$ cat src/rtl/hdmi_tmds_if.sv
// Pixel/sync inputs and encoded TMDS symbol outputs of hdmi_tmds_frontend.
interface hdmi_tmds_if;
  logic [7:0] din_r;
  logic [7:0] din_g;
  logic [7:0] din_b;
  logic       de;
  logic       hsync;
  logic       vsync;
  logic       hdmi_mode;
  logic [9:0] dout_r;
  logic [9:0] dout_g;
  logic [9:0] dout_b;
  logic       dout_de;
  logic [1:0] dout_phase;

  modport master (
    output din_r, din_g, din_b, de, hsync, vsync, hdmi_mode,
    input  dout_r, dout_g, dout_b, dout_de, dout_phase
  );

  modport slave (
    input  din_r, din_g, din_b, de, hsync, vsync, hdmi_mode,
    output dout_r, dout_g, dout_b, dout_de, dout_phase
  );
endinterface

$ cat src/rtl/hdmi_tmds_frontend.sv
// Three-channel TMDS encoder (ch0=blue, ch1=green, ch2=red) with HDMI preamble/guard insertion.
// Define HDMI_GUARD_EN for the lookahead delay line; without it this is a 2-cycle pure DVI encoder.
module hdmi_tmds_frontend #(
  parameter int PREAMBLE_LEN = 8,
  parameter int GUARD_LEN    = 2
) (
  input logic        clk1x,
  input logic        rst,
  hdmi_tmds_if.slave bus
);

  typedef enum logic [1:0] {
    PH_CTRL  = 2'd0,
    PH_PRE   = 2'd1,
    PH_GUARD = 2'd2,
    PH_VIDEO = 2'd3
  } phase_e;

  localparam logic [9:0] TOK_00  = 10'b1101010100;
  localparam logic [9:0] TOK_01  = 10'b0010101011;
  localparam logic [9:0] TOK_10  = 10'b0101010100;
  localparam logic [9:0] TOK_11  = 10'b1010101011;
  localparam logic [9:0] GB_CH02 = 10'b1011001100;
  localparam logic [9:0] GB_CH1  = 10'b0100110011;

  function automatic logic [3:0] ones8(input logic [7:0] v);
    logic [3:0] n;
    n = '0;
    for (int i = 0; i < 8; i++) n = n + {3'b000, v[i]};
    return n;
  endfunction

  function automatic logic [8:0] min_trans(input logic [7:0] d);
    logic [8:0] q;
    logic [3:0] n1;
    logic       use_xnor;
    n1       = ones8(d);
    use_xnor = (n1 > 4'd4) || (n1 == 4'd4 && !d[0]);
    q[0]     = d[0];
    for (int i = 1; i < 8; i++) q[i] = use_xnor ? ~(q[i-1] ^ d[i]) : (q[i-1] ^ d[i]);
    q[8] = ~use_xnor;
    return q;
  endfunction

  function automatic logic [9:0] ctl_token(input logic c1, input logic c0);
    case ({c1, c0})
      2'b00:   return TOK_00;
      2'b01:   return TOK_01;
      2'b10:   return TOK_10;
      default: return TOK_11;
    endcase
  endfunction

  // Returns {next running disparity, balanced symbol}.
  function automatic logic [14:0] dc_balance(input logic [8:0] qm, input logic [4:0] cnt);
    logic signed [5:0] disp;
    logic signed [5:0] cnt_x;
    logic signed [5:0] cnt_n;
    logic        [9:0] sym;
    disp  = $signed({1'b0, ones8(qm[7:0]), 1'b0}) - 6'sd8;
    cnt_x = $signed({cnt[4], cnt});
    if (cnt == 5'd0 || disp == 6'sd0) begin
      sym   = {~qm[8], qm[8], qm[8] ? qm[7:0] : ~qm[7:0]};
      cnt_n = qm[8] ? (cnt_x + disp) : (cnt_x - disp);
    end else if ((!cnt[4] && disp > 6'sd0) || (cnt[4] && disp < 6'sd0)) begin
      sym   = {1'b1, qm[8], ~qm[7:0]};
      cnt_n = cnt_x + (qm[8] ? 6'sd2 : 6'sd0) - disp;
    end else begin
      sym   = {1'b0, qm[8], qm[7:0]};
      cnt_n = cnt_x - (qm[8] ? 6'sd0 : 6'sd2) + disp;
    end
    return {cnt_n[4:0], sym};
  endfunction

  logic [7:0] enc_pix [3];
  logic       enc_hs;
  logic       enc_vs;
  phase_e     enc_phase;

`ifdef HDMI_GUARD_EN
  localparam int LEAD = PREAMBLE_LEN + GUARD_LEN;

  typedef struct packed {
    logic       de;
    logic       hs;
    logic       vs;
    logic       mode;
    logic [7:0] r;
    logic [7:0] g;
    logic [7:0] b;
  } sample_t;

  sample_t       dl_q [LEAD];
  sample_t       live_s;
  sample_t       old_s;
  logic [LEAD:1] de_ahead;

  assign live_s = {bus.de, bus.hsync, bus.vsync, bus.hdmi_mode, bus.din_r, bus.din_g, bus.din_b};
  assign old_s  = dl_q[LEAD-1];

  always_ff @(posedge clk1x or negedge rst) begin
    if (!rst) begin
      for (int i = 0; i < LEAD; i++) dl_q[i] <= '0;
    end else begin
      dl_q[0] <= live_s;
      for (int i = 1; i < LEAD; i++) dl_q[i] <= dl_q[i-1];
    end
  end

  // de_ahead[k]: de of the sample k cycles newer than the one leaving the line; k=LEAD is live.
  for (genvar gi = 1; gi < LEAD; gi++) begin : g_ahead
    assign de_ahead[gi] = dl_q[LEAD-1-gi].de;
  end
  assign de_ahead[LEAD] = bus.de;

  always_comb begin
    enc_pix[0] = old_s.b;
    enc_pix[1] = old_s.g;
    enc_pix[2] = old_s.r;
    enc_hs     = old_s.hs;
    enc_vs     = old_s.vs;
    enc_phase  = PH_CTRL;
    if (old_s.de)                    enc_phase = PH_VIDEO;
    else if (!old_s.mode)            enc_phase = PH_CTRL;
    else if (|de_ahead[GUARD_LEN:1]) enc_phase = PH_GUARD;
    else if (|de_ahead)              enc_phase = PH_PRE;
  end
`else
  logic unused_mode;
  assign unused_mode = bus.hdmi_mode;

  always_comb begin
    enc_pix[0] = bus.din_b;
    enc_pix[1] = bus.din_g;
    enc_pix[2] = bus.din_r;
    enc_hs     = bus.hsync;
    enc_vs     = bus.vsync;
    enc_phase  = bus.de ? PH_VIDEO : PH_CTRL;
  end
`endif

  logic [8:0] qm_q [3];
  phase_e     ph_a_q;
  logic       hs_a_q;
  logic       vs_a_q;

  always_ff @(posedge clk1x or negedge rst) begin
    if (!rst) begin
      for (int c = 0; c < 3; c++) qm_q[c] <= '0;
      ph_a_q <= PH_CTRL;
      hs_a_q <= 1'b0;
      vs_a_q <= 1'b0;
    end else begin
      for (int c = 0; c < 3; c++) qm_q[c] <= min_trans(enc_pix[c]);
      ph_a_q <= enc_phase;
      hs_a_q <= enc_hs;
      vs_a_q <= enc_vs;
    end
  end

  logic [4:0] cnt_q   [3];
  logic [4:0] cnt_d   [3];
  logic [9:0] sym_q   [3];
  logic [9:0] sym_d   [3];
  logic [9:0] ctl_sym [3];
  phase_e     ph_b_q;

  always_comb begin
    ctl_sym[0] = ctl_token(vs_a_q, hs_a_q);
    ctl_sym[1] = (ph_a_q == PH_PRE) ? TOK_01 : TOK_00;
    ctl_sym[2] = TOK_00;
    if (ph_a_q == PH_GUARD) begin
      ctl_sym[0] = GB_CH02;
      ctl_sym[1] = GB_CH1;
      ctl_sym[2] = GB_CH02;
    end
    for (int c = 0; c < 3; c++) begin
      cnt_d[c] = '0;
      sym_d[c] = ctl_sym[c];
      if (ph_a_q == PH_VIDEO) {cnt_d[c], sym_d[c]} = dc_balance(qm_q[c], cnt_q[c]);
    end
  end

  always_ff @(posedge clk1x or negedge rst) begin
    if (!rst) begin
      for (int c = 0; c < 3; c++) begin
        cnt_q[c] <= '0;
        sym_q[c] <= TOK_00;
      end
      ph_b_q <= PH_CTRL;
    end else begin
      for (int c = 0; c < 3; c++) begin
        cnt_q[c] <= cnt_d[c];
        sym_q[c] <= sym_d[c];
      end
      ph_b_q <= ph_a_q;
    end
  end

  assign bus.dout_b     = sym_q[0];
  assign bus.dout_g     = sym_q[1];
  assign bus.dout_r     = sym_q[2];
  assign bus.dout_phase = ph_b_q;
  assign bus.dout_de    = (ph_b_q == PH_VIDEO);

endmodule

$ cat src/flat_wrapper.sv
// flat-port wrapper written by rule: the top's interface ports become plain ports
module hdmi_tmds_frontend_flat 
#(
  parameter int PREAMBLE_LEN = 8,
  parameter int GUARD_LEN    = 2
)
  (clk1x, rst, bus_din_r, bus_din_g, bus_din_b, bus_de, bus_hsync, bus_vsync, bus_hdmi_mode, bus_dout_r, bus_dout_g, bus_dout_b, bus_dout_de, bus_dout_phase);
  hdmi_tmds_if bus_i ();
  input logic clk1x;
  input logic rst;
  input wire logic [$bits(bus_i.din_r)-1:0] bus_din_r;
  input wire logic [$bits(bus_i.din_g)-1:0] bus_din_g;
  input wire logic [$bits(bus_i.din_b)-1:0] bus_din_b;
  input wire logic [$bits(bus_i.de)-1:0] bus_de;
  input wire logic [$bits(bus_i.hsync)-1:0] bus_hsync;
  input wire logic [$bits(bus_i.vsync)-1:0] bus_vsync;
  input wire logic [$bits(bus_i.hdmi_mode)-1:0] bus_hdmi_mode;
  output wire logic [$bits(bus_i.dout_r)-1:0] bus_dout_r;
  output wire logic [$bits(bus_i.dout_g)-1:0] bus_dout_g;
  output wire logic [$bits(bus_i.dout_b)-1:0] bus_dout_b;
  output wire logic [$bits(bus_i.dout_de)-1:0] bus_dout_de;
  output wire logic [$bits(bus_i.dout_phase)-1:0] bus_dout_phase;
  assign bus_i.din_r = bus_din_r;
  assign bus_i.din_g = bus_din_g;
  assign bus_i.din_b = bus_din_b;
  assign bus_i.de = bus_de;
  assign bus_i.hsync = bus_hsync;
  assign bus_i.vsync = bus_vsync;
  assign bus_i.hdmi_mode = bus_hdmi_mode;
  assign bus_dout_r = bus_i.dout_r;
  assign bus_dout_g = bus_i.dout_g;
  assign bus_dout_b = bus_i.dout_b;
  assign bus_dout_de = bus_i.dout_de;
  assign bus_dout_phase = bus_i.dout_phase;
  hdmi_tmds_frontend #(.PREAMBLE_LEN(PREAMBLE_LEN), .GUARD_LEN(GUARD_LEN)) u_core (.clk1x(clk1x), .rst(rst), .bus(bus_i));
endmodule
$ cat config.mk
export PLATFORM = sky130hd
export DESIGN_NAME = hdmi_tmds_frontend_flat
export DESIGN_NICKNAME = d
export VERILOG_FILES = /design/src/rtl/hdmi_tmds_if.sv /design/src/rtl/hdmi_tmds_frontend.sv /design/src/flat_wrapper.sv
export SDC_FILE = /design/constraint.sdc
export NUM_CORES = 1
export LEC_CHECK = 0
export BUFFER_PORTS_ARGS = -buffer_cell sky130_fd_sc_hd__buf_2
export CAP_MARGIN = 40
export CORE_MARGIN = 1
export CORE_UTILIZATION = 44
export DETAILED_ROUTE_END_ITERATION = 12
export MAX_ROUTING_LAYER = met4
export PLACE_DENSITY = 0.69
export SYNTH_ARGS = -nofsm -noshare
export SYNTH_HDL_FRONTEND = slang
export SYNTH_SLANG_ARGS = --single-unit
$ cat constraint.sdc
create_clock -name clk1x -period 6.2 [get_ports clk1x]
set_clock_uncertainty 0.15 [all_clocks]
set_input_delay 1.24 -clock clk1x [delete_from_list [all_inputs] [get_ports clk1x]]
set_output_delay 1.24 -clock clk1x [all_outputs]
set_load 0.02 [all_outputs]
Word-level counts from Yosys, hierarchy flattened
Cells that the tools add are included.

storage, ports and cells
  output and inout port bits = 33
  word-level logic and storage cells = 231
  input port bits = 30
  flip-flop bits (word level) = 78

operators by class
  eq/ne operators = 9
  reduce and logical (&&, ||, !) cells = 31
  bitwise operators = 51
  $add $sub $neg = 63
  $lt $le $gt $ge = 9
  mux-type cells = 55

operators by type and width
  operator             count
  $add 4x1->4          36
  $mux 10              10
  $mux 5               12
  $add 5x5->5          6
  $mux 30              1
  $pmux 10 s3          1
  $sub 5x5->5          6
  $not 1->1            27
  $mux 8               3
  $not 8->8            3
  $mux 1               21
  $xor 1x1->1          21
  $gt 6x1->1 const B   3
  $logic_not 6->1      3
  $lt 6x1->1 const B   3
  $sub 5x4->6 const B  3
  $add 5x3->5          3
  $logic_not 5->1      3
  $sub 5x3->5          3
  $mux 2               7
  $add 1x1->2          6
  $eq 4x3->1 const B   3
  $gt 4x3->1 const B   3
  $logic_and 1x1->1    9
  other kinds (5)      22

Longest topological paths before layout
  depth in word-level cells = 29
  depth in mapped cells = 16
  mapped depth without buffers = 16

Worst setup path after synthesis
Ideal clock, no wire load.

  kind = register -> register
  start = register u_core.qm_q[9] (netlist bit)
  end = register u_core.sym_q (netlist bit u_core.bus.dout_g[0])
  path buffers = 1
  library setup time = 0.119 ns
  period minus slack after synthesis = 4.699 ns
  cell stages (with the launch flop) = 16
  required time = 5.931 ns
  slack = 1.501 ns
  arrival = 4.430 ns
  cells stage by stage = dfrtp_1 > ha_1 > inv_1 > fa_1 > fa_1 > fa_1 > fa_1 > xnor2_1 > inv_1 > ha_1 > clkbuf_2 > a211oi_1 > a21oi_2 > mux2i_4 > xor2_1 > and2_1

RTL lines
  item                             RTL line                   source
  from (decl)                      hdmi_tmds_frontend.sv:142  logic [8:0] qm_q [3];
  to (signal, indexed assignment)  hdmi_tmds_frontend.sv:194  sym_q[c] <= sym_d[c];
  to (decl)                        hdmi_tmds_frontend.sv:163  logic [9:0] sym_q [3];

==> out/results.tsv <==
stage	metric	value	unit
placed_design	preCtsSetupSlack	1020	ps
global_route	antenna_found_initial	0	
cts	holdBufCountCts	0	
flow_run	cap_viol_max_count	0	
layout	final_layout_size_suffix_gt1_frac	0.171	
synthesis	synth.most_common_cell	inv_1	
synthesis	ys_ff_latch	73	
routing	wl_per_cell	13.4	microns
timing	fmax	0.195	GHz
cts	cts_num_sinks	73	
timing	relSlewSlack	0.462	
worst_setup_path	critical_path.max_fanout	9	
cts	clk_pin_slew	60	ps
timing	rsz0062_at_grt	false	
synthesis	yosys_warnings	0	
synthesis	ys_types	42	
die	coreArea	12800	sq um
worst_setup_path	cp-start-kind	register	
worst_setup_path	crit_start	u_core.qm_q[10]	
die	io_pins	63	
worst_hold_path	hold_path.class	reg -> reg	
routing	viasPerCell	4.83	
worst_setup_path	rr_startpoint	u_core.qm_q[10]	
die	die_area	13800	sq um
cts	ctsResizeCount	0	
die	core.rowCount	41	
die	die_h	118	microns
timing	finalHoldViolations	0	
timing	tightest_slew	807	ps
cts	clock_latency	340	ps
routing	num_vias	3871	
placed_design	dpl-instance-area	6350	sq um
worst_setup_path	reg2reg_slack	1070	ps
worst_setup_path	critical_path_class	reg -> reg	
layout	syn_to_final_growth	13.0	%
cts	htreeDepth	3	
synthesis	synth_top_area_share	0.247	
routing	firstDrtPassIters	4	
global_route	grtUsageTotal	0.183	
worst_setup_path	critPathArrivalTime	5210	ps
placed_design	gp_congestion	0.844	
synthesis	synth_ff_type	dfrtp_1	
synthesis	syn-cell-area	5880	sq um
timing	fin_tns_setup	0	ps
synthesis	syn-num-nets	700	
cts	cts_buffers	9	
layout	fin_area	6640	sq um
placed_design	place_inst	786	
cts	cts_setup_buffers	0	
global_route	grt_pass1_vias	4202	
synthesis	synth_top_cell_by_area	dfrtp_1	
timing	slew_violations	0	
worst_setup_path	reg2regPathDepth	14	
cts	cts_buffer_depth	2	
placed_design	port_buffers	61	
synthesis	synth_edf_count	0	
synthesis	synth_common_cells	108 x inv_1, 69 x xnor2_1, 67 x ha_1, 58 x dfrtp_1, 39 x fa_1	
synthesis	yosys-top-cells-area	dfrtp_1 25%, ha_1 14%, fa_1 13%	
global_route	grt_overflow	0	
timing	setup_viol	0	
timing	finalCritPeriodShare	0.827	
synthesis	syn_avg_cell_area	10.4	sq um
routing	wl	10.7	mm
routing	antenna_left	0	
layout	antenna_cells	0	
global_route	grt_pass1_wl	19.6	mm
layout	nNetsFinal	761	
cts	cts_tree	yes	
routing	drc_errors	0	
synthesis	seq_area_frac_synth	0.314	
worst_setup_path	cp.required	6280	ps
cts	cts_root_buf	clkbuf_16	
outcome	status	finished clean	
placed_design	hpwl	8.57	mm
die	dieWidth	118	microns
worst_setup_path	cp-end-kind	register	
synthesis	syn_inst	564	
die	initial_utilization	0.458	
timing	min_period	5130	ps
synthesis	synth-async-reset-ratio	1.00	
timing	fin_ws	1070	ps
global_route	grt_max_degree	53	
layout	stdcell_count	802	
worst_setup_path	critPathCapture	u_core.bus.dout_g[7]	
routing	drt_iter0_drc	150	
worst_setup_path	r2r-end	u_core.bus.dout_g[7]	
-- metal layers --
metal	track usage	routed length, microns
met5	-	0
met4	0.0665	178
met3	0.0402	341
met2	0.304	5410
met1	0.217	4810
-- worst min path at each step --
stage,from,end,cells past startpoint
after global routing,u_core.qm_q[13],u_core.bus.dout_g[4],2
after detailed placement,u_core.qm_q[6],u_core.bus.dout_r[6],2
final,u_core.qm_q[6],u_core.bus.dout_r[6],2
after CTS,u_core.qm_q[13],u_core.bus.dout_g[4],2
after global placement,u_core.qm_q[11],u_core.bus.dout_g[2],2
after floorplan,u_core.ph_a_q[0],u_core.bus.dout_phase[0],0
-- cells in the final DEF (no fill, tap or decap), types with 5 or more instances in the layout --
cell type and instances:
inv_1 108, xnor2_1 69, ha_1 67, buf_2 60, dfrtp_1 58, fa_1 39, a21oi_1 25, nand2_1 21
nor2_1 16, and2_1 16, dfstp_2 15, xor2_1 13, a211oi_1 9, mux2i_1 9, clkbuf_16 9, nand2b_1 8
nor2b_1 6, o21ai_0 6, nand3_1 6, o211ai_1 6, nand4_1 6, nor3b_1 5
-- logic make-up after synthesis --
logic type      Yosys count  share of synthesized area
compound gates           73                     0.0867
flops                    73                      0.314
xor+xnor                 82                      0.122
simple gates             95                     0.0892
mux                      14                     0.0307
buf+inv                 121                     0.0818
fa+ha+maj               106                      0.275
-- worst max-delay path, stage by stage (launching register included) --
cell and delay [ps]:
dfrtp_1 390, ha_1 290, inv_1 60, fa_1 520, fa_1 530, fa_1 490, fa_1 410, xnor2_1 460
inv_1 90, ha_1 300, a211oi_1 450, a21oi_2 170, mux2i_4 420, xnor2_1 120, and2_1 170
-- stage by stage --
| stage | hold WS [ps] | util |
|---|---|---|
| floorplan | 298 | - |
| global placement | 351 | 0.494 |
| detailed placement | 357 | 0.495 |
| CTS | 372 | 0.518 |
| global route | 395 | 0.518 |
| finish | 366 | 0.518 |
-- flip-flops by register name (all words and copies together) (netlist names) --
register               count
u_core.bus.dout_g         10
u_core.bus.dout_phase      1
u_core.cnt_q              12
u_core.hs_a_q              1
u_core.qm_q               27
u_core.vs_a_q              1
u_core.bus.dout_b         10
u_core.bus.dout_r         10
u_core.ph_a_q              1
-- final cells by class --
class	count	area (sq um)
Inverter	108	405
Sequential cell	73	1850
Multi-Input combinational cell	370	3550
Timing Repair Buffer	63	335
Fill cell	1169	6180
Tap cell	172	215
Clock buffer	11	233
Clock inverter	5	56.3
Power is not shown: default switching activity piles up to over one toggle a cycle in this logic, so the estimate is an artifact.
